**config.mk**
```make
export PLATFORM = sky130hd
export DESIGN_NAME = tia_scanline_doubler
export DESIGN_NICKNAME = d
export VERILOG_FILES = /design/src/rtl/tia_scanline_doubler.sv
export SDC_FILE = /design/constraint.sdc
export NUM_CORES = 2
export LEC_CHECK = 0
export BUFFER_PORTS_ARGS = -buffer_cell sky130_fd_sc_hd__buf_2
export CORE_AREA = 5 5 367 441
export CTS_CLUSTER_SIZE = 10
export DETAILED_ROUTE_END_ITERATION = 16
export DIE_AREA = 0 0 372 446
export MAX_ROUTING_LAYER = met4
export PLACE_DENSITY_LB_ADDON = 0.15
export SLEW_MARGIN = 10
export SYNTH_ARGS = -nofsm -noshare
export SYNTH_HDL_FRONTEND = slang
export SYNTH_SLANG_ARGS = --single-unit
```
**constraint.sdc**
```tcl
create_clock -name clk -period 6.4 [get_ports clk]
set_clock_uncertainty 0.05 [all_clocks]
set_input_delay 0.96 -clock clk [delete_from_list [all_inputs] [get_ports clk]]
set_output_delay 0.96 -clock clk [all_outputs]
set_load 0.02 [all_outputs]
```
**src/rtl/tia_scanline_doubler.sv**
```systemverilog
// rtl/tia_scanline_doubler.sv - TIA two-line buffer, 4x/2x scaler and NTSC palette feeding the DVI stage
module tia_scanline_doubler #(
  parameter int          H_TOTAL     = 858,
  parameter int          V_TOTAL     = 525,
  parameter int          H_IMG_START = 0,
  parameter int          V_IMG_START = 0,
  parameter int          SRC_W       = 160,
  parameter int          SRC_H       = 192,
  parameter logic [23:0] BORDER_RGB  = 24'h000000
) (
  input  logic       clk,
  input  logic       reset,
  input  logic       wr_valid,
  output logic       wr_ready,
  input  logic [6:0] wr_data,
  input  logic       wr_last,
  input  logic       wr_frame,
  input  logic [9:0] hpos,
  input  logic [9:0] vpos,
  output logic [7:0] red,
  output logic [7:0] green,
  output logic [7:0] blue,
  output logic       underflow
);

  localparam logic [10:0] HT     = 11'(H_TOTAL);
  localparam logic [9:0]  VT_END = 10'(V_TOTAL - 1);
  localparam logic [9:0]  X0     = 10'(H_IMG_START + 40);
  localparam logic [9:0]  X_PRE  = 10'(H_IMG_START + 39);
  localparam logic [9:0]  X_LAST = 10'(H_IMG_START + 40 + 4 * SRC_W - 1);
  localparam logic [9:0]  Y0     = 10'(V_IMG_START + 48);
  localparam logic [9:0]  Y_LAST = 10'(V_IMG_START + 48 + 2 * SRC_H - 1);
  localparam logic [7:0]  SW     = 8'(SRC_W);

  localparam logic [0:0] WAIT_FRAME = 1'b0;
  localparam logic [0:0] SHOW       = 1'b1;

  // NTSC colour table, index = {hue[3:0], luma[2:0]}
  localparam logic [23:0] PALETTE [128] = '{
    24'h000000, 24'h404040, 24'h6c6c6c, 24'h909090, 24'hb0b0b0, 24'hc8c8c8, 24'hdcdcdc, 24'hececec,
    24'h444400, 24'h646410, 24'h848424, 24'ha0a034, 24'hb8b840, 24'hd0d050, 24'he8e85c, 24'hfcfc68,
    24'h702800, 24'h844414, 24'h985c28, 24'hac783c, 24'hbc8c4c, 24'hcca05c, 24'hdcb468, 24'hecc878,
    24'h841800, 24'h983418, 24'hac5030, 24'hc06848, 24'hd0805c, 24'he09470, 24'heca880, 24'hfcbc94,
    24'h880000, 24'h9c2020, 24'hb03c3c, 24'hc05858, 24'hd07070, 24'he08888, 24'heca0a0, 24'hfcb4b4,
    24'h78005c, 24'h8c2074, 24'ha03c88, 24'hb0589c, 24'hc070b0, 24'hd084c0, 24'hdc9cd0, 24'hecb0e0,
    24'h480078, 24'h602090, 24'h783ca4, 24'h8c58b8, 24'ha070cc, 24'hb484dc, 24'hc49cec, 24'hd4b0fc,
    24'h140084, 24'h302098, 24'h4c3cac, 24'h6858c0, 24'h7c70d0, 24'h9488e0, 24'ha8a0ec, 24'hbcb4fc,
    24'h000088, 24'h1c209c, 24'h3840b0, 24'h505cc0, 24'h6874d0, 24'h7c8ce0, 24'h90a4ec, 24'ha4b8fc,
    24'h00187c, 24'h1c3890, 24'h3854a8, 24'h5070bc, 24'h6888cc, 24'h7c9cdc, 24'h90b4ec, 24'ha4c8fc,
    24'h002c5c, 24'h1c4c78, 24'h386890, 24'h5084ac, 24'h689cc0, 24'h7cb4d4, 24'h90cce8, 24'ha4e0fc,
    24'h003c2c, 24'h1c5c48, 24'h387c64, 24'h509c80, 24'h68b494, 24'h7cd0ac, 24'h90e4c0, 24'ha4fcd4,
    24'h003c00, 24'h205c20, 24'h407c40, 24'h5c9c5c, 24'h74b474, 24'h8cd08c, 24'ha4e4a4, 24'hb8fcb8,
    24'h143800, 24'h345c1c, 24'h507c38, 24'h6c9850, 24'h84b468, 24'h9ccc7c, 24'hb4e490, 24'hc8fca4,
    24'h2c3000, 24'h4c501c, 24'h687034, 24'h848c4c, 24'h9ca864, 24'hb4c078, 24'hccd488, 24'he0ec9c,
    24'h442800, 24'h644818, 24'h846830, 24'ha08444, 24'hb89c58, 24'hd0b46c, 24'he8cc7c, 24'hfce08c
  };

  // bank bookkeeping
  logic [1:0] full;
  logic [1:0] full_next;
  logic       wbank;
  logic [7:0] wptr;
  logic [7:0] len [2];
  logic [6:0] mem [2][SRC_W];

  // read side
  logic [0:0] state;
  logic       rbank;
  logic       rd_next;
  logic       have_bank;
  logic       claimed;
  logic [6:0] rd_word;
  logic       zero_q;
  logic       pix_on_q;

  logic [10:0] hsum;
  logic [9:0]  la_x;
  logic [9:0]  la_y;
  logic        in_cols, in_rows, odd_line, line_pre, line_end, show;
  logic        start_evt, release_evt, frame_end;
  logic [7:0]  src_px, rd_px;
  logic        wr_fire, wr_in_range;
  logic [7:0]  waddr_px, wptr_next;
  logic [6:0]  pix_idx;

  // Lookahead coordinate two clocks ahead of the DVI position, wrapping line and frame
  always_comb begin
    hsum = {1'b0, hpos} + 11'd2;
    la_x = hsum[9:0];
    la_y = vpos;
    if (hsum >= HT) begin
      la_x = 10'(hsum - HT);
      la_y = (vpos == VT_END) ? 10'd0 : vpos + 10'd1;
    end
  end

  // Window decode and line events on the lookahead coordinate
  always_comb begin
    show        = (state == SHOW);
    in_cols     = (la_x >= X0) && (la_x <= X_LAST);
    in_rows     = (la_y >= Y0) && (la_y <= Y_LAST);
    odd_line    = la_y[0] ^ Y0[0];
    line_pre    = (la_x == X_PRE);
    line_end    = (la_x == X_LAST);
    src_px      = 8'((la_x - X0) >> 2);
    rd_px       = in_cols ? src_px : 8'd0;
    start_evt   = line_pre && in_rows && !odd_line && (show || (la_y == Y0));
    release_evt = show && line_end && in_rows && odd_line && claimed;
    frame_end   = show && line_end && (la_y == Y_LAST);
  end

  // Write pointer handling: wr_frame restarts the line, overlong lines saturate and drop
  always_comb begin
    wr_fire     = wr_valid && wr_ready;
    waddr_px    = wr_frame ? 8'd0 : wptr;
    wr_in_range = (waddr_px < SW);
    wptr_next   = wr_in_range ? waddr_px + 8'd1 : waddr_px;
    full_next   = full;
    if (release_evt) full_next[rbank] = 1'b0;
    if (wr_fire && wr_last) full_next[wbank] = 1'b1;
  end

  assign wr_ready = ~(full[0] & full[1]);

  // Write-side bank state: fill pointer, per-bank line length, FULL flags
  always_ff @(posedge clk) begin
    if (reset) begin
      full   <= 2'b00;
      wbank  <= 1'b0;
      wptr   <= 8'd0;
      len[0] <= 8'd0;
      len[1] <= 8'd0;
    end else begin
      if (wr_fire) begin
        if (wr_last) begin
          len[wbank] <= wptr_next;
          wptr       <= 8'd0;
          wbank      <= ~wbank;
        end else begin
          wptr <= wptr_next;
        end
      end
      full <= full_next;
    end
  end

  // Ping-pong line RAM with registered read
  always_ff @(posedge clk) begin
    if (wr_fire && wr_in_range) mem[wbank][waddr_px] <= wr_data;
    rd_word <= mem[rbank][rd_px];
  end

  // Read FSM: claim a bank at each even line start, release after the odd line, end after the last line
  always_ff @(posedge clk) begin
    if (reset) begin
      state     <= WAIT_FRAME;
      rbank     <= 1'b0;
      rd_next   <= 1'b0;
      have_bank <= 1'b0;
      claimed   <= 1'b0;
      underflow <= 1'b0;
    end else begin
      underflow <= start_evt && !full[rd_next];
      if (start_evt) begin
        state <= SHOW;
        if (full[rd_next]) begin
          rbank     <= rd_next;
          rd_next   <= ~rd_next;
          have_bank <= 1'b1;
          claimed   <= 1'b1;
        end else begin
          claimed <= 1'b0;
        end
      end
      if (release_evt) claimed <= 1'b0;
      if (frame_end) state <= WAIT_FRAME;
    end
  end

  // Stage 1: window flag and short-line zero fill alongside the RAM read
  always_ff @(posedge clk) begin
    if (reset) begin
      zero_q   <= 1'b1;
      pix_on_q <= 1'b0;
    end else begin
      zero_q   <= !have_bank || (src_px >= len[rbank]);
      pix_on_q <= show && in_cols && in_rows;
    end
  end

  assign pix_idx = zero_q ? 7'd0 : rd_word;

  // Stage 2: registered palette lookup, border colour outside the window
  always_ff @(posedge clk) begin
    if (reset) begin
      {red, green, blue} <= BORDER_RGB;
    end else if (pix_on_q) begin
      {red, green, blue} <= PALETTE[pix_idx];
    end else begin
      {red, green, blue} <= BORDER_RGB;
    end
  end

endmodule
```
[Word-level counts from Yosys, hierarchy flattened]
Memory sizes are Yosys's and may differ from the RTL's. A register that Yosys moved wholly into a read port is not among the register bits.
Index checks and enable logic that the tools add are counted.
W data, S select, Z words.
Storage, ports and cells
  flip-flop bits (word level): 26
  bits in latches: 0
  bits in writable memories: 2256
  bits in read-only memories: 3072
  input port bits: 32
  output and inout bits: 26
  word-level logic and storage cells: 118
  memories: 3
Memory list
  (name not given): depth 128, width 24, rd ports 1, clocked after Yosys merged registers in 1, wr ports 0, line 198  | {red, green, blue} <= PALETTE[pix_idx];
  mem: depth 2, width 1120, rd ports 1, clocked after Yosys merged registers in 1, wr ports 1, line 64  | logic [6:0] mem [2][SRC_W];
  len: depth 2, width 8, rd ports 1, clocked after Yosys merged registers in 1, wr ports 2, line 63  | logic [7:0] len [2];
Cells by class
  $add $sub $neg: 5
  multiply operators: 0
  divide/modulo/power cells: 0
  $lt $le $gt $ge: 15
  equality and inequality tests: 5
  shifts and indexed selects: 0
  multiplexer cells: 37
  bitwise operators: 11
  reduce and logical (&&, ||, !) cells: 30
Operators by type and width (number)
  $mux W1120: 1
  $bmux W7 S8: 1
  $demux W7 S8: 1
  $mux W8: 5
  $mux W10: 3
  $mux W7: 4
  $eq A10 B10 Y1 const B: 2
  $eq A10 B6 Y1 const B: 2
  $ge A10 B6 Y1 const B: 2
  $logic_and A1 B1 Y1: 19
  $ge A9 B9 Y1 const B: 2
  $mux W1: 18
  $not A8 Y9: 2
  $add A10 B2 Y11 const B: 1
  $ge A11 B10 Y1 const B: 1
  $add A10 B1 Y10 const B: 1
  $eq A10 B9 Y1 const B: 1
  $le A10 B10 Y1 const B: 1
  $le A10 B9 Y1 const B: 1
  $sub A10 B10 Y10 const B: 1
  $sub A10 B6 Y10 const B: 1
  $lt A9 B1 Y1 const B: 1
  $add A8 B1 Y8 const B: 1
  $ge A8 B8 Y1: 1
  16 further kinds: 30

[Longest topological paths before layout]
  word-level depth: 11
  gate-level depth with buffers: 24
  mapped depth without buffers: 20

[Worst setup path before layout]
OpenSTA, ideal clock, no wires.
  path kind: input-to-reg
  start point: in hpos[1]
  end point: reg rd_word[0]
  setup time: 125 ps
  arrival: 5384 ps
  required time: 6225 ps
  path slack: 841 ps
  stages on the path: 22
  buffers on the path: 4
  path through: ha_1 buf_2 and3_1 o21ai_0 nand3_1 nand2_1 o311ai_1 nand2_1 clkinv_1 ha_1 nand3b_1 mux2_2 a21o_1 a222oi_1 buf_4 buf_4 buf_2 mux4_2 a2111oi_0 nand4_1 nand4_1 nand3b_1
Between the ends
  word-level cells in the longest chain between the ends: 10
  elaborated cells on any way between the ends: 13
  those cells by class: 3 x add/sub; 3 x order compare; 5 x mux; 1 x bitwise; 1 x reduce/logical
Ends and longest elaborated chain
  start: declaration: line 18  | input logic [9:0] hpos,
  $add A10 B2 Y11 (*): line 88  | hsum = {1'b0, hpos} + 11'd2;
  $sub A10 B10 Y10 or $ge A11 B10 Y1 (tied branches): line 92, 91
  $mux W10 (*): line 91  | if (hsum >= HT) begin
  $ge A10 B6 Y1 or $le A10 B10 Y1 (tied branches): line 100  | in_cols = (la_x >= X0) && (la_x <= X_LAST);
  $logic_and A1 B1 Y1: line 100
  $mux W8 (*): line 106  | rd_px = in_cols ? src_px : 8'd0;
  $not A8 Y9 (implied by the code) (*): line 150  | rd_word <= mem[rbank][rd_px];
  $bmux W7 S8 (*): line 150
  $mux W7 (implied by the code) (*) (2 in series): line 150
  end signal: assignment: line 150
  end: declaration: line 72  | logic [6:0] rd_word;
Mark *: on every way between the ends. The rest lies on a longest branch, timed or not. The select of a mux whose other input is x is not followed.
A chain may end at the register's enable or synchronous reset.

[Final worst setup path]
  start point: in hpos[2]
  end point: reg rd_word[0]
Same word-level chain as after synthesis.

==> results_dict.tcl <==
set metrics [dict create \
    ys_seq_area_share_pct 73.3 \
    clockPowerShare_pct 39.9 \
    hold_class "register to register" \
    drt-initial-drc-count 6897 \
    crit_chain "buf_2 > ha_1 > and3_1 > o21ai_0 > nand3_1 > nand2_1 > o311ai_1 > nand2_1 > clkinv_1 > ha_1 > nand3b_1 > mux2_2 > a21o_1 > a222oi_1 > buf_4 > buf_12 > buf_12 > mux2i_1 > a311oi_1 > a311oi_1 > a31oi_1 > buf_4 > a311oi_1 > nand3b_1" \
    final-hold-violation-count 0 \
    internal-power_mw 25.9 \
    avgSynthCellArea_um2 17.6 \
    drv_cap 0 \
    drive_gt1_share_pct 20.9 \
    cts.sinks 2301 \
    vdd_drop_max_mv 0.282 \
    synthCells 5317 \
    post-route-period-util_pct 94.7 \
    dp_hpwl_mm 157 \
    layout_commonest_cell "edfxtp_1" \
    cts-resized-gates 0 \
    dp.cells 7394 \
    grt_pass1_vias 53100 \
    h-tree-depth 5 \
    synthTopCellsByArea "edfxtp_1 72%, mux4_2 11%, nor2_1 2.1%" \
    worstPathRequired_ps 7100 \
    swShare_pct 24.0 \
    num-fill-cells 10400 \
    cp_slowest_stage_delay_ps 770 \
    synthArstFlopShare_pct 0 \
    comb_power_share_pct 11.2 \
    ys_warn_count 0 \
    rsz0062_at_grt "no" \
    rows 160 \
    grt_first_pass_wirelength_mm 368 \
    status "finished clean" \
    floorplan.initialDensity_pct 59.5 \
    routedWlPerCell_um 32.3 \
    cts_setup_buffers 0 \
    most-common-layout-cells "2256 x edfxtp_1, 509 x nor2_1, 478 x mux4_2" \
    place_area_um2 97800 \
    route.detailed.drc 0 \
    fin_cells 7756 \
    design.die.area_um2 166000 \
    cts_tree "built" \
    routed_wl_mm 251 \
    root_buffer "clkbuf_16" \
    cts_inserted_buffers 281 \
    viasPerCell 6.83 \
    fp.dieW_um 372 \
    grtUsageTotal_pct 31.5 \
    gp_congestion 0.956 \
    powerDensity_nw_per_um2 323 \
    nets 5635 \
    postRouteAntennaNets 0 \
    final-max-slew-violation-count 0 \
    slew-limit-headroom_pct 16.4 \
    grt_overflow 0 \
    insertion_delay_ps 910 \
    netlist.area_leader.share_pct 72.3 \
    seq_power_share_pct 48.9 \
    vias 53000 \
    dr.pass1.iters 6 \
    numPortBuffers 51 \
    start_kind "input pin" \
    clk_pin_slew_worst_paths_ps 60 \
    cp_max_fo 19 \
    crit_type "input pin to register" \
    final_cell_area_um2 105000 \
    grt_max_degree 209 \
    setup.worst_path.end_class "register" \
    setup_viol 0 \
    area_delta_synth_final_pct 12.5 \
    antenna_found_initial 6 \
    min_period_ps 6060 \
    crit_arrival_ps 6760 \
    die_h_um 446 \
    p_leak_nw 32.5 \
    io_pins 58 \
    synth-seq-cells 2301 \
    worst_pin_slew_ps 1250 \
    ys.flop_type "edfxtp_1" \
    yosysUniqueCellTypes 91 \
    synth_edf_count 2256 \
    crit_top_cell "a311oi_1" \
    core-area_um2 157000 \
    critical-path-slowest-cell "a311oi_1" \
    synth_area_um2 93700 \
    switching_power_mw 8.18 \
    clockBufferDepth 4 \
    cts_hold_buf 0 \
    fmax_ghz 0.165 \
    synth_area_leader_cell "edfxtp_1" \
]
==> cells by family after synthesis <==
kind of cell    share of synthesized area, %
fa+ha+maj                              0.438
flops                                   73.3
xor+xnor                               0.206
mux                                     13.1
other cells                          0.00400
compound gates                          5.63
simple gates                            5.58
buf+inv                                 1.80
==> worst max-delay path: cells and delay by family <==
family | cells | cell delay [ps]
multiplexers | 2 | 550
AND/OR/NAND/NOR | 6 | 920
AO/OA/AOI/OAI | 8 | 2650
adder cells (fa/ha/maj) | 2 | 460
buffers and inverters | 6 | 1170
==> power by group through the flow <==
| stage | Clock [mW] | Combinational [mW] | Sequential (mW) |
|---|---|---|---|
| 3_5_place_dp | 0 | 3.71 | 17.0 |
| 4_1_cts | 13.7 | 3.72 | 16.6 |
| 6_report | 13.6 | 3.80 | 16.6 |
| 5_1_grt | 14.4 | 3.93 | 16.6 |
| 2_1_floorplan | 0 | 1.85 | 16.9 |
| 3_3_place_gp | 0 | 3.68 | 16.9 |
==> cell usage after synthesis, types with 17 or more instances <==
cell      count
a31oi_1      26
nand2b_1     24
o211ai_1     39
clkbuf_1    253
a21oi_1     143
mux2_2       22
inv_1        21
nand3_1     130
nor3_1       63
or3_1        18
nor4_1       17
and3_1       22
o221ai_1     21
edfxtp_1   2256
buf_1        30
a221oi_1     23
o22ai_1      47
a32oi_1      41
ha_1         32
a211oi_1     47
nor2b_1      26
a22oi_1      99
mux2i_1     122
dfxtp_1      45
nand2_1     275
nor2_1      515
nand4_1      40
o21ai_0     135
buf_2        42
buf_4        38
mux4_2      478
==> registers in the layout, summed over array words and instances (netlist names), named ones only <==
name       cells
mem         2240
len           16
wptr           8
rd_word        7
blue           6
green          6
red            6
full           2
claimed        1
have_bank      1
pix_on_q       1
rbank          1
rd_next        1
show           1
underflow      1
wbank          1
zero_q         1
==> routing by layer <==
metal  track usage (%)  vias up  part of all wire [%]
li1                  -    22000                     -
met1              42.9    27400                    38
met2              48.5     3008                    48
met3              5.70      609                   9.2
met4              12.4        0                   4.6
met5                 -        -                     0
==> stage by stage <==
step / util, % / TNS [ps] / worst slack (ps) / hold slack, ps / power [mW]
finish: 67.0 / 0 / 338 / 440 / 34.0
global route: 66.9 / 0 / 11.1 / 452 / 35.0
CTS: 66.9 / 0 / 346 / 404 / 34.1
detailed placement: 62.2 / -1270 / -586 / 429 / 20.7
global placement: 62.2 / -977 / -493 / 422 / 20.6
floorplan: - / 0 / 841 / 318 / 18.8
==> final cells by class <==
| class | count | area [um^2] | area share, % |
|---|---|---|---|
| Clock buffer | 345 | 7400 | 7.02 |
| Antenna cell | 5 | 12.5 | 0.0119 |
| Inverter | 25 | 93.8 | 0.0891 |
| Clock inverter | 12 | 103 | 0.0974 |
| Sequential cell | 2301 | 68600 | 65.2 |
| Timing Repair Buffer | 332 | 2850 | 2.70 |
| Tap cell | 2106 | 2640 | 2.50 |
| Multi-Input combinational cell | 2630 | 23600 | 22.4 |
==> path summary, 6_finish.rpt <==
check                                     startpoint              endpoint  slack [ps]  cells past startpoint
worst max-delay path                         hpos[2]    rd_word[0]$_DFF_P_         340                     24
worst max register to register              register    rd_word[0]$_DFF_P_        1900                      9
worst min-delay path            rd_next$_SDFFE_PP0P_  rd_next$_SDFFE_PP0P_         440                      2
worst min register to register  rd_next$_SDFFE_PP0P_  rd_next$_SDFFE_PP0P_         440                      2
Power figures use the tool's default switching activity.
